## src/rtl/my_addsub_seq_if.sv

```systemverilog
// Start/busy/done handshake and operand/result bus of the sequential add/subtract unit.
// The master issues operations; the slave is the arithmetic unit.
interface my_addsub_seq_if #(
    parameter int WIDTH = 32
);
    logic             start;
    logic [1:0]       op;
    logic             cin;
    logic [WIDTH-1:0] A;
    logic [WIDTH-1:0] B;
    logic             busy;
    logic             done;
    logic [WIDTH-1:0] result;
    logic             c_out;
    logic             ovf;
    logic             zero;
    logic             neg;

    modport master (
        output start, op, cin, A, B,
        input  busy, done, result, c_out, ovf, zero, neg
    );

    modport slave (
        input  start, op, cin, A, B,
        output busy, done, result, c_out, ovf, zero, neg
    );
endinterface

```

## src/rtl/my_addsub_seq.sv

```systemverilog
// Multi-cycle ADD/SUB/ADC/SBC unit: one CHUNK-bit slice per clock, LSB slice first,
// with a registered carry between slices and flags captured on the completion edge.
module my_addsub_seq #(
    parameter int WIDTH = 32,
    parameter int CHUNK = 8
) (
    input  logic             clk,
    input  logic             rst_n,
    my_addsub_seq_if.slave   bus
);
    localparam int N     = WIDTH / CHUNK;
    localparam int IDX_W = (N > 1) ? $clog2(N) : 1;
    localparam logic [IDX_W-1:0] LAST_IDX = IDX_W'(N - 1);

    typedef enum logic {
        IDLE,
        RUN
    } stateType;

    stateType         state;
    stateType         nextState;
    logic [WIDTH-1:0] opA;
    logic [WIDTH-1:0] opB;
    logic [WIDTH-1:0] resultReg;
    logic [WIDTH-1:0] nextResult;
    logic [CHUNK:0]   sliceSum;
    logic [IDX_W-1:0] idx;
    logic             carry;
    logic             launch;
    logic             isLast;
    logic             busyReg;
    logic             doneReg;
    logic             cOutReg;
    logic             ovfReg;
    logic             zeroReg;
    logic             negReg;

    assign launch = (state == IDLE) && bus.start;
    assign isLast = (idx == LAST_IDX);

    // NOTE: every output of a combinational block gets a default first, so no path leaves it unassigned and no latch is inferred.
    always_comb begin
        nextState = state;
        case (state)
            IDLE:    if (bus.start) nextState = RUN;
            RUN:     if (isLast)    nextState = IDLE;
            default: nextState = IDLE;
        endcase
    end

    // NOTE: sequential state uses non-blocking assignments so every register samples pre-edge values.
    always_ff @(posedge clk or negedge rst_n) begin
        if (!rst_n) state <= IDLE;
        else        state <= nextState;
    end

    always_comb begin
        sliceSum   = {1'b0, opA[idx*CHUNK +: CHUNK]} + {1'b0, opB[idx*CHUNK +: CHUNK]}
                   + {{CHUNK{1'b0}}, carry};
        nextResult = resultReg;
        nextResult[idx*CHUNK +: CHUNK] = sliceSum[CHUNK-1:0];
    end

    always_ff @(posedge clk or negedge rst_n) begin
        if (!rst_n) begin
            opA       <= '0;
            opB       <= '0;
            resultReg <= '0;
            carry     <= 1'b0;
            idx       <= '0;
            busyReg   <= 1'b0;
            doneReg   <= 1'b0;
            cOutReg   <= 1'b0;
            ovfReg    <= 1'b0;
            zeroReg   <= 1'b0;
            negReg    <= 1'b0;
        end else begin
            doneReg <= 1'b0;
            if (launch) begin
                // Subtraction is A + ~B + 1; the +1 (or the external carry) enters via the slice carry.
                opA     <= bus.A;
                opB     <= bus.op[0] ? ~bus.B : bus.B;
                case (bus.op)
                    2'b00:   carry <= 1'b0;
                    2'b01:   carry <= 1'b1;
                    default: carry <= bus.cin;
                endcase
                idx     <= '0;
                busyReg <= 1'b1;
            end else if (state == RUN) begin
                resultReg <= nextResult;
                carry     <= sliceSum[CHUNK];
                idx       <= isLast ? '0 : idx + 1'b1;
                if (isLast) begin
                    busyReg <= 1'b0;
                    doneReg <= 1'b1;
                    cOutReg <= sliceSum[CHUNK];
                    ovfReg  <= (opA[WIDTH-1] == opB[WIDTH-1]) && (nextResult[WIDTH-1] != opA[WIDTH-1]);
                    zeroReg <= (nextResult == '0);
                    negReg  <= nextResult[WIDTH-1];
                end
            end
        end
    end

    assign bus.busy   = busyReg;
    assign bus.done   = doneReg;
    assign bus.result = resultReg;
    assign bus.c_out  = cOutReg;
    assign bus.ovf    = ovfReg;
    assign bus.zero   = zeroReg;
    assign bus.neg    = negReg;
endmodule

```

## src/flat_wrapper.sv

```systemverilog
// flat-port wrapper written by rule: the top's interface ports become plain ports
module my_addsub_seq_flat 
#(
    parameter int WIDTH = 32,
    parameter int CHUNK = 8
)
  (clk, rst_n, bus_start, bus_op, bus_cin, bus_A, bus_B, bus_busy, bus_done, bus_result, bus_c_out, bus_ovf, bus_zero, bus_neg);
  my_addsub_seq_if #(.WIDTH(WIDTH)) bus_i ();
  input  logic clk;
  input  logic rst_n;
  input wire logic [$bits(bus_i.start)-1:0] bus_start;
  input wire logic [$bits(bus_i.op)-1:0] bus_op;
  input wire logic [$bits(bus_i.cin)-1:0] bus_cin;
  input wire logic [$bits(bus_i.A)-1:0] bus_A;
  input wire logic [$bits(bus_i.B)-1:0] bus_B;
  output wire logic [$bits(bus_i.busy)-1:0] bus_busy;
  output wire logic [$bits(bus_i.done)-1:0] bus_done;
  output wire logic [$bits(bus_i.result)-1:0] bus_result;
  output wire logic [$bits(bus_i.c_out)-1:0] bus_c_out;
  output wire logic [$bits(bus_i.ovf)-1:0] bus_ovf;
  output wire logic [$bits(bus_i.zero)-1:0] bus_zero;
  output wire logic [$bits(bus_i.neg)-1:0] bus_neg;
  assign bus_i.start = bus_start;
  assign bus_i.op = bus_op;
  assign bus_i.cin = bus_cin;
  assign bus_i.A = bus_A;
  assign bus_i.B = bus_B;
  assign bus_busy = bus_i.busy;
  assign bus_done = bus_i.done;
  assign bus_result = bus_i.result;
  assign bus_c_out = bus_i.c_out;
  assign bus_ovf = bus_i.ovf;
  assign bus_zero = bus_i.zero;
  assign bus_neg = bus_i.neg;
  my_addsub_seq #(.WIDTH(WIDTH), .CHUNK(CHUNK)) u_core (.clk(clk), .rst_n(rst_n), .bus(bus_i));
endmodule
```

## config.mk

```make
export PLATFORM = sky130hd
export DESIGN_NAME = my_addsub_seq_flat
export DESIGN_NICKNAME = d
export VERILOG_FILES = /design/src/rtl/my_addsub_seq_if.sv /design/src/rtl/my_addsub_seq.sv /design/src/flat_wrapper.sv
export SDC_FILE = /design/constraint.sdc
export NUM_CORES = 1
export LEC_CHECK = 0
export BUFFER_PORTS_ARGS = -buffer_cell sky130_fd_sc_hd__buf_2
export CAP_MARGIN = 0
export CORE_AREA = 8 8 107 109
export DETAILED_ROUTE_END_ITERATION = 7
export DIE_AREA = 0 0 115 117
export PLACE_DENSITY = 0.85
export SYNTH_ARGS = -nofsm -noshare
export SYNTH_HDL_FRONTEND = slang
export SYNTH_SLANG_ARGS = --single-unit
```

## constraint.sdc

```tcl
create_clock -name clk -period 4.9 [get_ports clk]
set_clock_uncertainty 0.2 [all_clocks]
set_input_delay 0.49 -clock clk [delete_from_list [all_inputs] [get_ports clk]]
set_output_delay 0.49 -clock clk [all_outputs]
set_load 0.005 [all_outputs]
```

==> impl_results.md, run 1 <==
* Power density over the cells at 781.5 nW/um2
* Setup repair bufs after CTS at 0
* Fin worst setup slack at 0.9374 ns
* Distinct cell type count of the synthesized netlist at 45
* Area growth syn-to-layout at 16.13%
* CTS Buffer Depth at 2
* Run status: finished, final reports clean
* Largest net degree at the start of global routing at 98
* Mapped Cells at 433
* Sequential area share after synthesis at between 50% and 60%
* Total via count after detailed routing at 3,779
* CTS tree: done
* Category of the worst setup path capture point: register
* Max-slew violation total from the final report at 0
* Remaining Overflow, GRT at 0
* Global router's overall resource usage at between 10% and 20%
* CTS H-Tree Depth at 3
* Clock latency at the later pin of the worst-skew pair at ~0.37 ns
* Final hold slack at slightly below 0.02 ns
* Average via count per standard cell at roughly 5.6
* Cell seen most often among critical-path stages: sky130_fd_sc_hd__fa_1
* Max-cap check violation count at 0
* Setup crit start kind: register
* Netlist area before placement at a little over 5000 um2
* Data arrival, critical path at 4.02 ns
* Initial core utilization at a little over half
* Crit path time final at 3.963 ns
* Synthesized net count at approximately 520
* FILL cells at 805
* Sum of net half-perimeters after detailed placement at roughly 9200 um
* Final Hold Fails at 0
* Synthesized flop and latch total at between 100 and 150
* Footprint of the multi-input gates at 2441 um2
* Warning count from the yosys run at 0
* RD Place Congestion at just under 1
* Post-synthesis average cell area at about 12 um2
* Worst Hold Class: in -> async
* Wire length of the first global-routing pass at 19,130 um
* Die height at roughly 120 um
* Area of all placed cells without fillers at 6037 um2
* First-pass iteration count of the detailed router at 5
* Width of the die at roughly 120 um
* Antenna viol nets, final at 0
* Cell chosen for the clock root: sky130_fd_sc_hd__clkbuf_8
* Worst supply voltage drop on vdd at 479.5 uV
* Category of the most critical setup path: reg -> reg
* Leakage at 2.869 nW
* Number of buffer cells added on primary ports at roughly 110
* Worst-path maximum fanout at 10
* Number of enable-type register cells in the synthesized netlist at 0
* Part of the cycle the worst path needs at 80.87%
* Setup repair after global routing missed its margin: no
* Avg WL per Cell at 18.10 um
* Post-placement setup slack at approximately 0.94 ns
* Worst EP required at approximately 5 ns
* Number of clock sinks at 106
* IO Count at 108
* Total DRC errors in the routed layout at 0
* Sum of negative setup slack at 0 ns
* Hold-fix buffers at CTS at 0
* Highest attainable clock frequency at between 0.2 and 0.3 GHz
* Delay of the slowest critical-path stage at 0.72 ns
* Max-slew headroom at the worst pin at between 30 and 40%
* Worst slew pin tran at 0.9401 ns
* Drt first-iter violations at approximately 190
* Series of cell instances along the critical path: mux4_2 > fa_1 > fa_1 > a211oi_2 > nor3b_2 > o31ai_1 > xnor2_1 > o21ai_0 > a32o_1
* Total setup violations reported at the end of the flow at 0
* Ant. Diodes at 0
* Initial antenna violation count at 0
* Floorplan die area at 13,460 um2
* Via count of the first global-routing pass at 3,932
* Total core area at 9907 um2
* Highest-delay cell along the critical path: sky130_fd_sc_hd__dfrtp_1
* Final net count at 615
* Predominant post-synthesis flop cell: sky130_fd_sc_hd__dfrtp_1
* Area occupied by registers at 2653 um2
* Total number of placement rows at 37
* Final wirelength at 12,140 um
* Clock transition time at the flip-flop clock pins of the worst setup and hold paths at 0.11 ns
* Share of cells above drive strength 1 at 33.64%
* Post-CTS resize count at 0
* Post-place instance area at 5836 um2
* Async S/R FF share, synth at 100.0%
* TritonCTS Buffers at 9
## logic make-up after synthesis
logic type,share of synthesized area (%)
buffers and inverters,2.166
xor gates and xnor gates,6.378
AOI/OAI and AO/OA,13.14
muxes,14.68
adders and majority gates,3.899
and+or+nand+nor,8.713
DFF,51.02
## registers in the layout (all words and copies together) (netlist names)
name,count
u_core.bus.zero,1
u_core.opA,32
u_core.bus.c_out,1
u_core.bus.done,1
u_core.bus.ovf,1
u_core.bus.result,32
u_core.opB,32
u_core.state,1
u_core.bus.busy,1
u_core.idx,2
u_core.bus.neg,1
u_core.carry,1
## stage by stage
step,total power [mW],cells,util (%)
global placement,4.042,655,58.90
finish,4.718,671,60.94
global route,5.018,671,60.94
CTS,4.710,671,60.94
detailed placement,4.161,655,58.90
floorplan,3.355,433,-
## critical path: cells and delay by family, from the launching register on
family / cells / cell delay [ns]
fa+ha+maj: 2 / 0.92
simple gates: 1 / 0.09
mux: 1 / 0.60
flops: 1 / 0.72
compound gates: 4 / 1.03
xor+xnor: 1 / 0.31
## path summary, 6_finish.rpt
path	cells past startpoint	slack (ns)	endpoint	from
worst max-delay path	9	0.94	u_core.bus.zero	u_core.idx[0]
worst min-delay path	1	0.02	u_core.bus.result[7]	rst_n
worst max register to register	9	0.94	u_core.bus.zero	u_core.idx[0]
worst min register to register	2	0.28	u_core.bus.busy	u_core.bus.busy
max in group asynchronous	2	3.48	u_core.opA[11]	rst_n
min in group clk	2	0.16	u_core.opA[14]	bus_A[14]
## area by class of cell
type                       count  area share, %
timing repair buffer         109          9.161
clock buffer                  10          2.114
clock inverter                 6          1.223
inverter                       5         0.3109
sequential                   106          43.94
tap                          136          2.819
multi-input combinational    299          40.44
## placed cells by master, fill, tap and decap left out, types with 2 or more instances in the layout
cell type,n
sky130_fd_sc_hd__buf_2,106
sky130_fd_sc_hd__nor2_1,14
sky130_fd_sc_hd__mux2_2,33
sky130_fd_sc_hd__buf_4,3
sky130_fd_sc_hd__xnor2_1,34
sky130_fd_sc_hd__mux4_2,16
sky130_fd_sc_hd__o21ai_0,40
sky130_fd_sc_hd__nand2b_1,3
sky130_fd_sc_hd__ha_1,13
sky130_fd_sc_hd__fa_1,2
sky130_fd_sc_hd__mux2i_1,2
sky130_fd_sc_hd__o21a_1,3
sky130_fd_sc_hd__nand2_1,50
sky130_fd_sc_hd__clkbuf_8,9
sky130_fd_sc_hd__nor4_1,6
sky130_fd_sc_hd__nor2b_1,4
sky130_fd_sc_hd__or4_1,2
sky130_fd_sc_hd__a21o_1,2
sky130_fd_sc_hd__a31oi_1,2
sky130_fd_sc_hd__nor3_1,7
sky130_fd_sc_hd__a21oi_1,9
sky130_fd_sc_hd__dfrtp_1,106
sky130_fd_sc_hd__xor2_1,2
sky130_fd_sc_hd__a22o_1,30
sky130_fd_sc_hd__o31ai_1,2
sky130_fd_sc_hd__a211oi_1,2
sky130_fd_sc_hd__a211oi_2,2
sky130_fd_sc_hd__inv_1,5
sky130_fd_sc_hd__clkinvlp_4,2
## power by group
part | internal [mW] | switching, mW | leakage (nW)
sequential | 1.25 | 0.320 | 1.34
combinational | 1.13 | 1.46 | 1.44
clock | 0.243 | 0.307 | 0.0950
## layer usage
layer | global-route usage, % | wire length [um] | vias up
met5 | 0 | 0 | -
met4 | 7.180 | 241 | 0
met3 | 4.720 | 807 | 27
met2 | 30.67 | 5971 | 136
met1 | 21.87 | 5123 | 1856
li1 | - | - | 1760
## synth_stat cells, types with 5 or more instances
cell type | number | share of area (%)
sky130_fd_sc_hd__a21oi_1 | 9 | 0.87
sky130_fd_sc_hd__a22o_1 | 30 | 5.1
sky130_fd_sc_hd__buf_2 | 6 | 0.58
sky130_fd_sc_hd__clkbuf_1 | 17 | 1.2
sky130_fd_sc_hd__dfrtp_1 | 106 | 51
sky130_fd_sc_hd__ha_1 | 13 | 3.1
sky130_fd_sc_hd__inv_1 | 5 | 0.36
sky130_fd_sc_hd__mux2_2 | 33 | 7.1
sky130_fd_sc_hd__mux4_2 | 16 | 6.9
sky130_fd_sc_hd__nand2_1 | 50 | 3.6
sky130_fd_sc_hd__nor2_1 | 14 | 1.0
sky130_fd_sc_hd__nor3_1 | 7 | 0.67
sky130_fd_sc_hd__nor4_1 | 6 | 0.72
sky130_fd_sc_hd__o21ai_0 | 40 | 3.9
sky130_fd_sc_hd__xnor2_1 | 34 | 5.7
Note: power is estimated with default switching activity, not from simulation.
==> run 2: changes to the inputs <==
clock period = 3.7 ns   (was 4.9 ns; I/O delays follow)
==> run 2 against run 1 <==
Net effect: the flow now finishes with violations (hold timing); hold slack worse by 0.066 ns; register-to-register slack worse by 0.83 ns; clock power up 23%; sequential cell count unchanged; global-route usage up 0.53 points; design area up 0.58%; fmax up 10%; critical endpoint is now u_core.bus.c_out; highest routed layer unchanged.
==> impl_results.md, run 2 (synthesis gave the netlist of run 1 again) <==
* Setup crit start kind: register
* Max-slew headroom at the worst pin at 33.31%
* Antenna viol nets, final at 0
* Worst-path maximum fanout at 7
* Drt first-iter violations at approximately 230
* Global router's overall resource usage at 18.69%
* Share of cells above drive strength 1 at around 35%
* Post-place instance area at 5873 um2
* Average via count per standard cell at 5.526
* IO Count at 108
* Number of buffer cells added on primary ports at 107
* Final net count at ~620
* Total number of placement rows at 37
* Category of the most critical setup path: reg -> reg
* Final wirelength at ~12,000 um
* CTS H-Tree Depth at 3
* Delay of the slowest critical-path stage at 0.55 ns
* Area growth syn-to-layout at 16.80%
* Startpoint of the worst-slack reg-to-reg timing path: u_core.idx[0]
* Series of cell instances along the critical path: mux4_2 > fa_1 > fa_1 > a211oi_2 > nor3b_2 > o311a_1 > o21ai_0 > nand2b_1 > mux2_2
* Data arrival, critical path at 3.65 ns
* Floorplan die area at around 13,000 um2
* First-pass iteration count of the detailed router at 4
* CTS Buffer Depth at 2
* Leading cell types in the layout, fill and taps excluded: 106 x sky130_fd_sc_hd__buf_2, 105 x sky130_fd_sc_hd__dfrtp_1, 50 x sky130_fd_sc_hd__nand2_1
* Total DRC errors in the routed layout at 0
* Clock group share of total power at 10.6%
* Width of the die at 115 um
* Cell chosen for the clock root: sky130_fd_sc_hd__clkbuf_8
* Die height at 117 um
* Avg WL per Cell at 17.89 um
* Final Hold Fails at 64
* Number of clock sinks at 106
* Cell seen most often among critical-path stages: sky130_fd_sc_hd__fa_1
* Worst Hold Class: in -> async
* Max-cap check violation count at 0
* Initial antenna violation count at 0
* CTS tree: done
* Run status: finished, violations left
* Net switching power at 2.808 mW
* Initial core utilization at 52.48%
* Reg2Reg Depth at 9
* Via count of the first global-routing pass at 3,991
* Final hold slack at -0.04690 ns
* Total Power at 6.362 mW
* Top Family by Delay on Critical Path: adder cells
* Most common cell after layout, fill and taps aside: sky130_fd_sc_hd__buf_2
* Remaining Overflow, GRT at 0
* Total setup violations reported at the end of the flow at 0
* Crit path time final at around 3.6 ns
* Capture instance of the worst register-to-register path: u_core.bus.c_out
* Sum of net half-perimeters after detailed placement at 9188 um
* Area of all placed cells without fillers at 6072 um2
* Flop2flop setup slack at 0.11 ns
* Worst path buffer plus inverter count at 0
* Worst EP required at between 3 and 4 ns
* Proportion of power drawn by flip-flops and latches at 31.8%
* Category of the worst setup path capture point: register
* Footprint of the multi-input gates at 2449 um2
* Worst slew pin tran at 1.000 ns
* Clock latency at the later pin of the worst-skew pair at 0.37 ns
* Logic pwr share at around 58%
* Post-layout util at 61.29%
* Leakage at 2.891 nW
* FILL cells at 822
* Clock transition time at the flip-flop clock pins of the worst setup and hold paths at around 0.11 ns
* Switching power as a share of total power at 44.14%
* Total core area at 9907 um2
* Internal power consumption at 3.553 mW
* Highest attainable clock frequency at between 0.2 and 0.3 GHz
* Area occupied by registers at 2654 um2
* Worst supply voltage drop on vdd at ~600 uV
* Largest net degree at the start of global routing at 98
* Violations in the final reports: hold timing
* Max-slew violation total from the final report at 0
* Highest-delay cell along the critical path: sky130_fd_sc_hd__mux4_2
* Power density over the cells at 1048 nW/um2
* Ant. Diodes at 0
* Wire length of the first global-routing pass at between 15,000 and 20,000 um
* Total via count after detailed routing at 3,741
* Part of the cycle the worst path needs at 97.09%
* TritonCTS Buffers at 9
* Hold-fix buffers at CTS at 0
* RD Place Congestion at 0.8932
## run 2: changes by cell type in the layout (fill, tap and decap cells not counted)
cell	previous run	this run
sky130_fd_sc_hd__buf_4	3	8
sky130_fd_sc_hd__buf_6	0	1
sky130_fd_sc_hd__bufinv_16	1	0
sky130_fd_sc_hd__clkbuf_1	1	2
sky130_fd_sc_hd__clkinv_4	1	2
sky130_fd_sc_hd__clkinvlp_4	2	1
sky130_fd_sc_hd__dfrtp_1	106	105
sky130_fd_sc_hd__dfrtp_2	0	1
sky130_fd_sc_hd__inv_6	1	0
sky130_fd_sc_hd__inv_8	1	2
sky130_fd_sc_hd__xor2_1	2	1
sky130_fd_sc_hd__xor2_2	1	2
## run 2: worst max path at each step
stage,cells past startpoint,to,start
2_1_floorplan,11,u_core.bus.zero,u_core.idx[0]
3_3_place_gp,9,u_core.bus.c_out,u_core.idx[0]
3_5_place_dp,9,u_core.bus.zero,u_core.idx[0]
4_1_cts,9,u_core.bus.zero,u_core.idx[0]
5_1_grt,9,u_core.bus.c_out,u_core.idx[0]
6_report,9,u_core.bus.c_out,u_core.idx[0]
## run 2: timing repair
item                                    in CTS  in global routing
buffers inserted                             0                  1
resized for setup                            0                  3
endpoints found under the hold margin        0                  0
endpoints found under the setup margin       0                  5
## run 2: final cells by class
class,count,share of cell area [%]
tap,136,2.802
clock inverter,5,0.7830
clock buffer,11,2.164
inverter,5,0.3091
multi-input combinational,299,40.33
timing repair buffer,115,9.911
sequential,106,43.71
## run 2: per-layer routing
layer  track usage [%]  wire length, um
met3             5.131              660
met1             23.07             5255
met5                 0                0
met2             31.14             5941
met4             6.392              252
## run 2: per-stage QoR
step	setup TNS (ns)	cells	setup slack, ns
6_report	0	677	0.1077
5_1_grt	-0.006440	677	-0.006440
4_1_cts	0	676	0.05112
3_5_place_dp	0	660	0.08304
3_3_place_gp	0	660	0.2260
2_1_floorplan	0	433	0.06584
## run 2: power by group through the flow
stage                     Combinational [mW]  Clock, mW  Sequential, mW
after global routing                    4.02      0.729            2.08
after CTS                               3.62      0.683            2.02
after global placement                  3.48          0            2.01
after detailed placement                3.61          0            2.04
after floorplan                         2.54          0            1.90
final                                   3.67      0.674            2.02
==> run 3: changes to the inputs <==
CORE_AREA = 8 8 111 113   (was 8 8 107 109)
DIE_AREA = 0 0 119 121   (was 0 0 115 117)
PLACE_DENSITY = 0.83   (was 0.85)
clock period = 3 ns   (was 3.7 ns; I/O delays follow)
==> run 3 against run 2 <==
Net effect: the flow finishes with violations (setup timing); sequential share of layout area shrank 5.5 points; worst setup slack worse by 0.38 ns; hold slack improved by 0.057 ns; count of clock-buffer cells in the layout up 1; fmax up 9.6%; core utilization grew 4.2 points; design area rose by 14%; register-to-register slack worse by 0.38 ns; clock power grew 31%; combinational power rose by 72%; non-clock buffer count is 75 higher; die area grew 7.0%; critical path type unchanged; largest cell class unchanged; largest power group unchanged.
==> impl_results.md, run 3 (synthesis gave the netlist of run 1 again) <==
* Avg WL per Cell at 19.30 um
* First-pass iteration count of the detailed router at 4
* Leading cell types in the layout, fill and taps excluded: 106 x sky130_fd_sc_hd__buf_2, 105 x sky130_fd_sc_hd__dfrtp_1, 49 x sky130_fd_sc_hd__nand2_1
* Highest-delay cell along the critical path: sky130_fd_sc_hd__mux4_2
* Area growth syn-to-layout at 33.57%
* Flop2flop setup slack at -0.28 ns
* Number of instances on the worst hold path at 3
* Ant. Diodes at 0
* Average via count per standard cell at 5.545
* Data arrival, critical path at 3.40 ns
* IO Count at 108
* Run status: finished, violations left
* Total setup violations reported at the end of the flow at 17
* Fin worst setup slack at -0.2768 ns
* Clock transition time at the flip-flop clock pins of the worst setup and hold paths at 0.11 ns
* Hold Crit Endpoint: u_core.opB[23]
* Critical hold path startpoint: bus_B[23]
* Leakage at around 3.3 nW
* Setup repair after global routing missed its margin: yes
* Via count of the first global-routing pass at 4,577
* Total via count after detailed routing at ~4,200
* Remaining Overflow, GRT at 0
* Crit path time final at 3.277 ns
* Final hold slack at 0.009837 ns
* Worst EP required at 3.12 ns
* Worst supply voltage drop on vdd at between 800 and 900 uV
* Worst Hold Class: in -> reg
* Max-slew headroom at the worst pin at 55.15%
* Number of buffer cells added on primary ports at 107
* Post-placement setup slack at -0.2682 ns
* Total core area at 10,600 um2
* Startpoint of the worst-slack reg-to-reg timing path: u_core.idx[0]
* Most common cell after layout, fill and taps aside: sky130_fd_sc_hd__buf_2
* Max-cap check violation count at 0
* Total DRC errors in the routed layout at 0
* Initial core utilization at 49.03%
* Post-layout util at 65.49%
* Sum of net half-perimeters after detailed placement at 9858 um
* Category of the most critical setup path: reg -> reg
* Global router's overall resource usage at about a fifth
* Setup crit start kind: register
* Cell seen most often among critical-path stages: sky130_fd_sc_hd__fa_2
* CTS tree: done
* Total number of placement rows at 38
* Cell chosen for the clock root: sky130_fd_sc_hd__clkbuf_8
* Power density over the cells at 1393 nW/um2
* Floorplan die area at 14,400 um2
* Max-slew violation total from the final report at 0
* Drt first-iter violations at 334
* Die height at 121 um
* Worst slew pin tran at 0.6728 ns
* Violations in the final reports: setup timing
* Highest attainable clock frequency at slightly above 0.3 GHz
* Reg2Reg Depth at 9
* TritonCTS Buffers at 9
* Initial antenna violation count at 0
* Category of the worst setup path capture point: register
* Capture instance of the worst register-to-register path: u_core.bus.zero
* CTS H-Tree Depth at 3
* Clock latency at the later pin of the worst-skew pair at roughly 0.38 ns
* Part of the cycle the worst path needs at 109.2%
* Largest net degree at the start of global routing at 55
* Number of clock sinks at 106
* Antenna viol nets, final at 0
* Final net count at 696
* Share of cells above drive strength 1 at between 30% and 40%
* Worst-path maximum fanout at 5
* RD Place Congestion at 0.8979
* Series of cell instances along the critical path: mux4_2 > fa_2 > fa_2 > xor2_2 > a21o_1 > a2111oi_2 > nand4_1 > a211oi_2 > a32o_1
* Final Hold Fails at 0
* Final wirelength at 14,590 um
* CTS Buffer Depth at 2
* Wire length of the first global-routing pass at 23,680 um
* Delay of the slowest critical-path stage at 0.52 ns
* Width of the die at 119 um
run 3: cell types whose count changed in the layout (fill, tap and decap cells not counted), moves of 3 or more:
cell | previous run | this run
sky130_fd_sc_hd__o21ai_0 | 40 | 36
sky130_fd_sc_hd__buf_4 | 8 | 33
sky130_fd_sc_hd__buf_12 | 0 | 3
sky130_fd_sc_hd__dlygate4sd3_1 | 0 | 46
sky130_fd_sc_hd__ha_4 | 0 | 3
sky130_fd_sc_hd__ha_1 | 13 | 9
run 3: layout make-up:
| class | count | area, um2 |
|---|---|---|
| Sequential cell | 106 | 2654 |
| Clock buffer | 12 | 155.1 |
| Tap cell | 140 | 175.2 |
| Timing Repair Buffer | 190 | 1321 |
| Clock inverter | 4 | 40.04 |
| Inverter | 5 | 18.77 |
| Multi-Input combinational cell | 299 | 2580 |
| Fill cell | 772 | 3659 |
run 3: per-layer routing:
| metal | share of wire, % | up-vias | wire length, um | track usage (%) |
|---|---|---|---|---|
| met5 | 0 | - | 0 | 0 |
| met1 | 39 | 2087 | 5700 | 23.07 |
| li1 | - | 1917 | - | - |
| met3 | 6.3 | 30 | 917 | 5.770 |
| met4 | 2.8 | 0 | 406 | 7.431 |
| met2 | 52 | 158 | 7570 | 36.28 |
run 3: how the worst max path moves through the flow:
stage | endpoint | from | depth (start not counted) | slack, ns
6_report | u_core.bus.zero | u_core.idx[0] | 9 | -0.28
2_1_floorplan | u_core.bus.zero | u_core.idx[0] | 11 | -0.37
4_1_cts | u_core.bus.zero | u_core.idx[0] | 9 | -0.19
5_1_grt | u_core.bus.zero | u_core.idx[0] | 9 | -0.39
3_3_place_gp | u_core.bus.zero | u_core.idx[0] | 9 | -0.18
3_5_place_dp | u_core.bus.zero | u_core.idx[0] | 9 | -0.27
run 3: per-stage QoR:
step                      instances  power, mW  instance area [um2]  TNS, ns
after floorplan                 433      5.543                 5220   -2.879
after global placement          687      7.564                 6081   -1.656
after detailed placement        687      7.783                 6081   -3.721
after CTS                       751      9.181                 6829   -1.136
after global routing            756      10.30                 6944   -4.212
final                           756      9.674                 6944   -1.827
run 3: worst max-delay path: cells and delay by family (launching register included):
kind	cells	cell delay, ns
compound gates	4	0.92
fa+ha+maj	2	0.80
mux	1	0.52
flops	1	0.42
xor+xnor	1	0.19
simple gates	1	0.16
run 3: timing repair:
action / 4_1_cts / 5_1_grt
buffers inserted: 6 / 2
endpoints found under the hold margin: 93 / 4
setup endpoints to repair: 25 / 25
hold buffers: 42 / 4
gates resized for setup: 20 / 11
pin swaps: 8 / 1
run 3: where the power goes:
part / internal [mW] / total (mW) / leakage (nW) / switching [mW]
clock network: 0.366 / 0.885 / 0.101 / 0.519
registers: 2.05 / 2.48 / 1.34 / 0.432
logic: 3.15 / 6.31 / 1.83 / 3.16
